**src/rtl/rbcp_reg_responder.sv**
```systemverilog
// SiTCP RBCP register responder: a 16-byte register window answering each
// bus access with a single-cycle acknowledge.
module rbcp_reg_responder #(
  parameter logic [31:0] BASE_ADDR = 32'h0000_0000,
  parameter logic [7:0]  VERSION   = 8'h01
) (
  input  logic        CLK_130M,
  input  logic        reset,
  input  logic        RBCP_ACT,
  input  logic [31:0] RBCP_ADDR,
  input  logic        RBCP_WE,
  input  logic [7:0]  RBCP_WD,
  input  logic        RBCP_RE,
  output logic        RBCP_ACK,
  output logic [7:0]  RBCP_RD,
  input  logic [7:0]  STAT,
  output logic [4:0]  CH_CTRL,
  output logic [31:0] DNUM,
  output logic        TEST_TRIG
);

  localparam logic [1:0] IDLE = 2'd0;
  localparam logic [1:0] RESP = 2'd1;
  localparam logic [1:0] HOLD = 2'd2;

  logic [1:0]  state;
  logic [1:0]  nextState;
  logic        accept;
  logic        inWindow;
  logic        mapped;
  logic [3:0]  offset;
  logic [7:0]  readByte;
  logic [23:0] stage;
  logic [7:0]  scratch;
  logic [7:0]  errCnt;
  logic [4:0]  chCtrl;
  logic [31:0] dnum;
  logic        ack;
  logic        trig;
  logic [7:0]  rdReg;

  assign offset   = RBCP_ADDR[3:0];
  assign inWindow = (RBCP_ADDR[31:4] == BASE_ADDR[31:4]);
  assign mapped   = inWindow && (offset <= 4'h9);
  assign accept   = (state == IDLE) && RBCP_ACT && (RBCP_WE || RBCP_RE);

  // Readback is sampled in the request cycle, so STAT is captured here too
  always_comb begin
    readByte = 8'h00;
    if (mapped) begin
      case (offset)
        4'h0:    readByte = VERSION;
        4'h1:    readByte = STAT;
        4'h2:    readByte = {3'b000, chCtrl};
        4'h4:    readByte = dnum[31:24];
        4'h5:    readByte = dnum[23:16];
        4'h6:    readByte = dnum[15:8];
        4'h7:    readByte = dnum[7:0];
        4'h8:    readByte = scratch;
        4'h9:    readByte = errCnt;
        default: readByte = 8'h00;
      endcase
    end
  end

  always_comb begin
    nextState = state;
    case (state)
      IDLE:    if (accept) nextState = RESP;
      RESP:    nextState = RBCP_ACT ? HOLD : IDLE;
      HOLD:    if (!RBCP_ACT) nextState = IDLE;
      default: nextState = IDLE;
    endcase
  end

  always_ff @(posedge CLK_130M or posedge reset) begin
    if (reset) state <= IDLE;
    else       state <= nextState;
  end

  // Acknowledge, read data and trigger are registered so they appear only in the cycle after the request
  always_ff @(posedge CLK_130M or posedge reset) begin
    if (reset) begin
      ack   <= 1'b0;
      trig  <= 1'b0;
      rdReg <= 8'h00;
    end else begin
      ack   <= accept;
      trig  <= accept && RBCP_WE && mapped && (offset == 4'h3) && RBCP_WD[0];
      rdReg <= (accept && !RBCP_WE) ? readByte : 8'h00;
    end
  end

  // DNUM bytes 0x4..0x6 only stage; byte 0x7 commits all 32 bits at once
  always_ff @(posedge CLK_130M or posedge reset) begin
    if (reset) begin
      chCtrl  <= 5'd0;
      stage   <= 24'd0;
      dnum    <= 32'd0;
      scratch <= 8'h00;
      errCnt  <= 8'h00;
    end else if (accept) begin
      if (!mapped) begin
        if (errCnt != 8'hFF) errCnt <= errCnt + 8'h01;
      end else if (RBCP_WE) begin
        case (offset)
          4'h2:    chCtrl        <= RBCP_WD[4:0];
          4'h4:    stage[23:16]  <= RBCP_WD;
          4'h5:    stage[15:8]   <= RBCP_WD;
          4'h6:    stage[7:0]    <= RBCP_WD;
          4'h7:    dnum          <= {stage, RBCP_WD};
          4'h8:    scratch       <= RBCP_WD;
          4'h9:    errCnt        <= 8'h00;
          default: ;
        endcase
      end
    end
  end

  assign RBCP_ACK  = ack;
  assign RBCP_RD   = rdReg;
  assign TEST_TRIG = trig;
  assign CH_CTRL   = chCtrl;
  assign DNUM      = dnum;

endmodule

```
**config.mk**
```make
export PLATFORM = sky130hd
export DESIGN_NAME = rbcp_reg_responder
export DESIGN_NICKNAME = d
export VERILOG_FILES = /design/src/rtl/rbcp_reg_responder.sv
export SDC_FILE = /design/constraint.sdc
export NUM_CORES = 1
export LEC_CHECK = 0
export ABC_AREA = 1
export BUFFER_PORTS_ARGS = -buffer_cell sky130_fd_sc_hd__buf_2
export CAP_MARGIN = 20
export CORE_MARGIN = 10
export CORE_UTILIZATION = 51
export DETAILED_ROUTE_END_ITERATION = 10
export GPL_ROUTABILITY_DRIVEN = 0
export PLACE_DENSITY = 0.76
export SYNTH_ARGS = -nofsm -noshare
export SYNTH_HDL_FRONTEND = slang
export SYNTH_SLANG_ARGS = --single-unit
```
**constraint.sdc**
```tcl
create_clock -name CLK_130M -period 3 [get_ports CLK_130M]
set_input_delay 0.45 -clock CLK_130M [delete_from_list [all_inputs] [get_ports CLK_130M]]
set_output_delay 0.45 -clock CLK_130M [all_outputs]
set_load 0.02 [all_outputs]
```
==> results.yml <==
outcome:
  status: "completed"
cells_and_area:
  layout-drive-gt1-share: 0.248
  syn_to_final_growth_pct: 18.1
  nets: 675
  final_area_sq_mm: 0.00503
  final_cells: 731
  fill_cells: 752
  layout_commonest_cell: "nand2_1"
  layout.area.seq_sq_mm: 0.00223
  antenna_cells: 0
  final_cell_mix: "nand2_1 (156), buf_2 (99), dfrtp_1 (89)"
  multi_input_area_sq_mm: 0.00169
logic_synthesis:
  synthesis.instances: 520
  synth-compound-area-share: 0.136
  synthMuxAreaShare: 0
  synth-xor-area-share: 0.00617
  ys.flop_type: "dfrtp_1"
  synth_top_family_by_area: "simple AND/OR/NAND/NOR gates"
  synth_adder_area_share: 0.00294
  synthSimpleGateAreaFrac: 0.252
  synth_warnings: 0
  synth_edf_count: 0
  ys_seq_elements: 89
  syn_area_sq_mm: 0.00426
  yosysSeqAreaShare: 0.523
  syn-num-nets: 574
  syn_area_per_cell_sq_um: 8.20
  synth_cell_types: 31
  async_reset_ff_frac: 1.00
power_and_ir_drop:
  switching_share: 0.269
  combPwrFrac: 0.100
  switchingPower_mw: 0.626
  powerDensity_mw_per_mm2: 463
  ir_drop_v: 0.000242
  p_seq_frac: 0.544
  pwr-share-clk: 0.356
  p_leak_nw: 2.63
  cellInternalPower_mw: 1.70
worst_setup_path:
  cp-end-kind: "flop"
  arrival_ns: 2.18
  rrSetupSlack_ns: 1.07
  startpoint: "errCnt[0]"
  cp_data_required_time_ns: 3.25
  critPathMaxFanout: 9
  start_kind: "flop"
  r2r_start: "errCnt[0]"
  critPathKind: "reg -> reg"
sta:
  post-route-period-util: 0.643
  max_freq_mhz: 519
  report.final.slew_viol_count: 0
  hold_viol_final: 0
  fin_worst_skew_ns: 0.00862
  grt_setup_unrepaired: "no"
  tightest_slew_ns: 0.622
  slew_headroom: 0.584
  finalSetupTns_ns: 0
  min_period_ns: 1.93
  finalSetupViolCount: 0
drt:
  drt_pass1_iterations: 5
  vias: 3784
  drc: 0
  via_per_inst: 5.18
  wl_per_cell_um: 15.2
  ant_nets: 0
  wl_um: 11100
  drtIter0Drc: 251
placement:
  dp_cells: 715
  port-buffer-count: 99
  dp_hpwl_um: 8220
  place_area_sq_mm: 0.00484
clock_network:
  htree_levels: 3
  cts_max_path_buffers: 2
  post_cts_buffers: 0
  clk_latency_ns: 0.36
  cts_resized: 0
  cts_tree: "built"
  cts_root_buffer: "clkbuf_8"
  clk_pin_slew_ns: 0.09
  clock-sinks: 89
  hold_buffers: 0
  cts_buffers: 9
floorplan:
  die_w_um: 111
  num_rows: 33
  pin_count: 100
  initial_core_util: 0.521
  core_sq_mm: 0.00818
  chipHeight_um: 111
  die_area_sq_mm: 0.0124
global_route:
  grt_usage: 0.177
  grt_max_degree: 90
  grt_pass1_wl_um: 18300
  gr-total-overflow: 0
  antenna_found_initial: 0
  grt_pass1_vias: 3690
hold_path:
  worstHoldPathType: "in -> async"
flow_run:
  cap_violations: 0
-- through the flow --
stage          hold WS [ns]  utilization  worst slack, ns  power [mW]
2_1_floorplan         0.433            -            0.243        1.43
3_3_place_gp          0.440        0.592            0.955        1.51
3_5_place_dp          0.463        0.592            0.877        1.52
4_1_cts               0.194        0.615             1.11        2.34
5_1_grt               0.194        0.615            0.978        2.44
6_report              0.173        0.615             1.07        2.33
-- layout make-up --
type | instances | share of cell area
multi-input cells | 350 | 0.336
inverters | 70 | 0.0525
clock inverters | 6 | 0.0134
clock buffers | 10 | 0.0254
flip-flops and latches | 89 | 0.443
repair buffers | 101 | 0.104
well taps | 105 | 0.0261
-- synth_stat cells (2+ instances only) --
cell type  number  area share
inv_2           3      0.0026
o21ai_2        16       0.033
a21oi_1         8      0.0094
o21ai_1        41       0.048
nand2_2         6      0.0088
buf_2           4      0.0047
nand2_1       156        0.14
nand2_4         4       0.011
dfrtp_1        89        0.52
nand4_1         4      0.0059
buf_6           4       0.011
o21ai_0        27       0.032
a31oi_1         3      0.0044
inv_1          67       0.059
nand3_1        19       0.022
xor2_1          2      0.0041
a22o_1          2      0.0041
nor3_1          7      0.0082
nor2_2          4      0.0059
nor2_1         41       0.036
o211ai_1        3      0.0053
-- routing by layer --
| metal | GRT usage | wire length [um] | vias to the layer above |
|---|---|---|---|
| met5 | 0 | 0 | - |
| met4 | 0.0728 | 276 | 0 |
| met3 | 0.0392 | 611 | 22 |
| met2 | 0.286 | 5430 | 107 |
| met1 | 0.226 | 4780 | 1799 |
| li1 | - | - | 1856 |
-- final timing paths --
kind | depth (start not counted) | end
setup reg to reg | 10 | errCnt[7]
min in group CLK_130M | 3 | state[1]
setup / recovery | 10 | errCnt[7]
max in group asynchronous | 3 | DNUM[6]
hold / removal | 3 | stage[8]
hold reg to reg | 1 | state[1]
-- power groups by stage --
stage	clock network [mW]	logic, mW	registers, mW
finish	0.829	0.233	1.27
global route	0.894	0.271	1.27
CTS	0.841	0.234	1.26
detailed placement	0	0.233	1.29
global placement	0	0.223	1.29
floorplan	0	0.151	1.28
-- state kept, by name, summed over array words and instances (netlist names) --
signal and count:
CH_CTRL 5, DNUM 32, RBCP_ACK 1, RBCP_RD 8
TEST_TRIG 1, errCnt 8, scratch 8, stage 24
state 2
-- cell families (layout without fill, tap and decap cells) --
group / after synthesis / after routing
xor+xnor: 3 / 3
buf+inv: 81 / 187
fa+ha+maj: 1 / 1
flops: 89 / 89
compound gates: 100 / 100
simple gates: 246 / 246
-- worst max-delay path: stages, from the launching register on --
cell and delay (ns):
dfrtp_1 0.44, ha_1 0.21, nand3_1 0.12, nor2_1 0.19
nand2_1 0.10, nor3_1 0.27, nand2_1 0.11, nand2_2 0.14
inv_2 0.10, nand3_1 0.08, nand2_1 0.05
(Power assumes the default switching activity.)
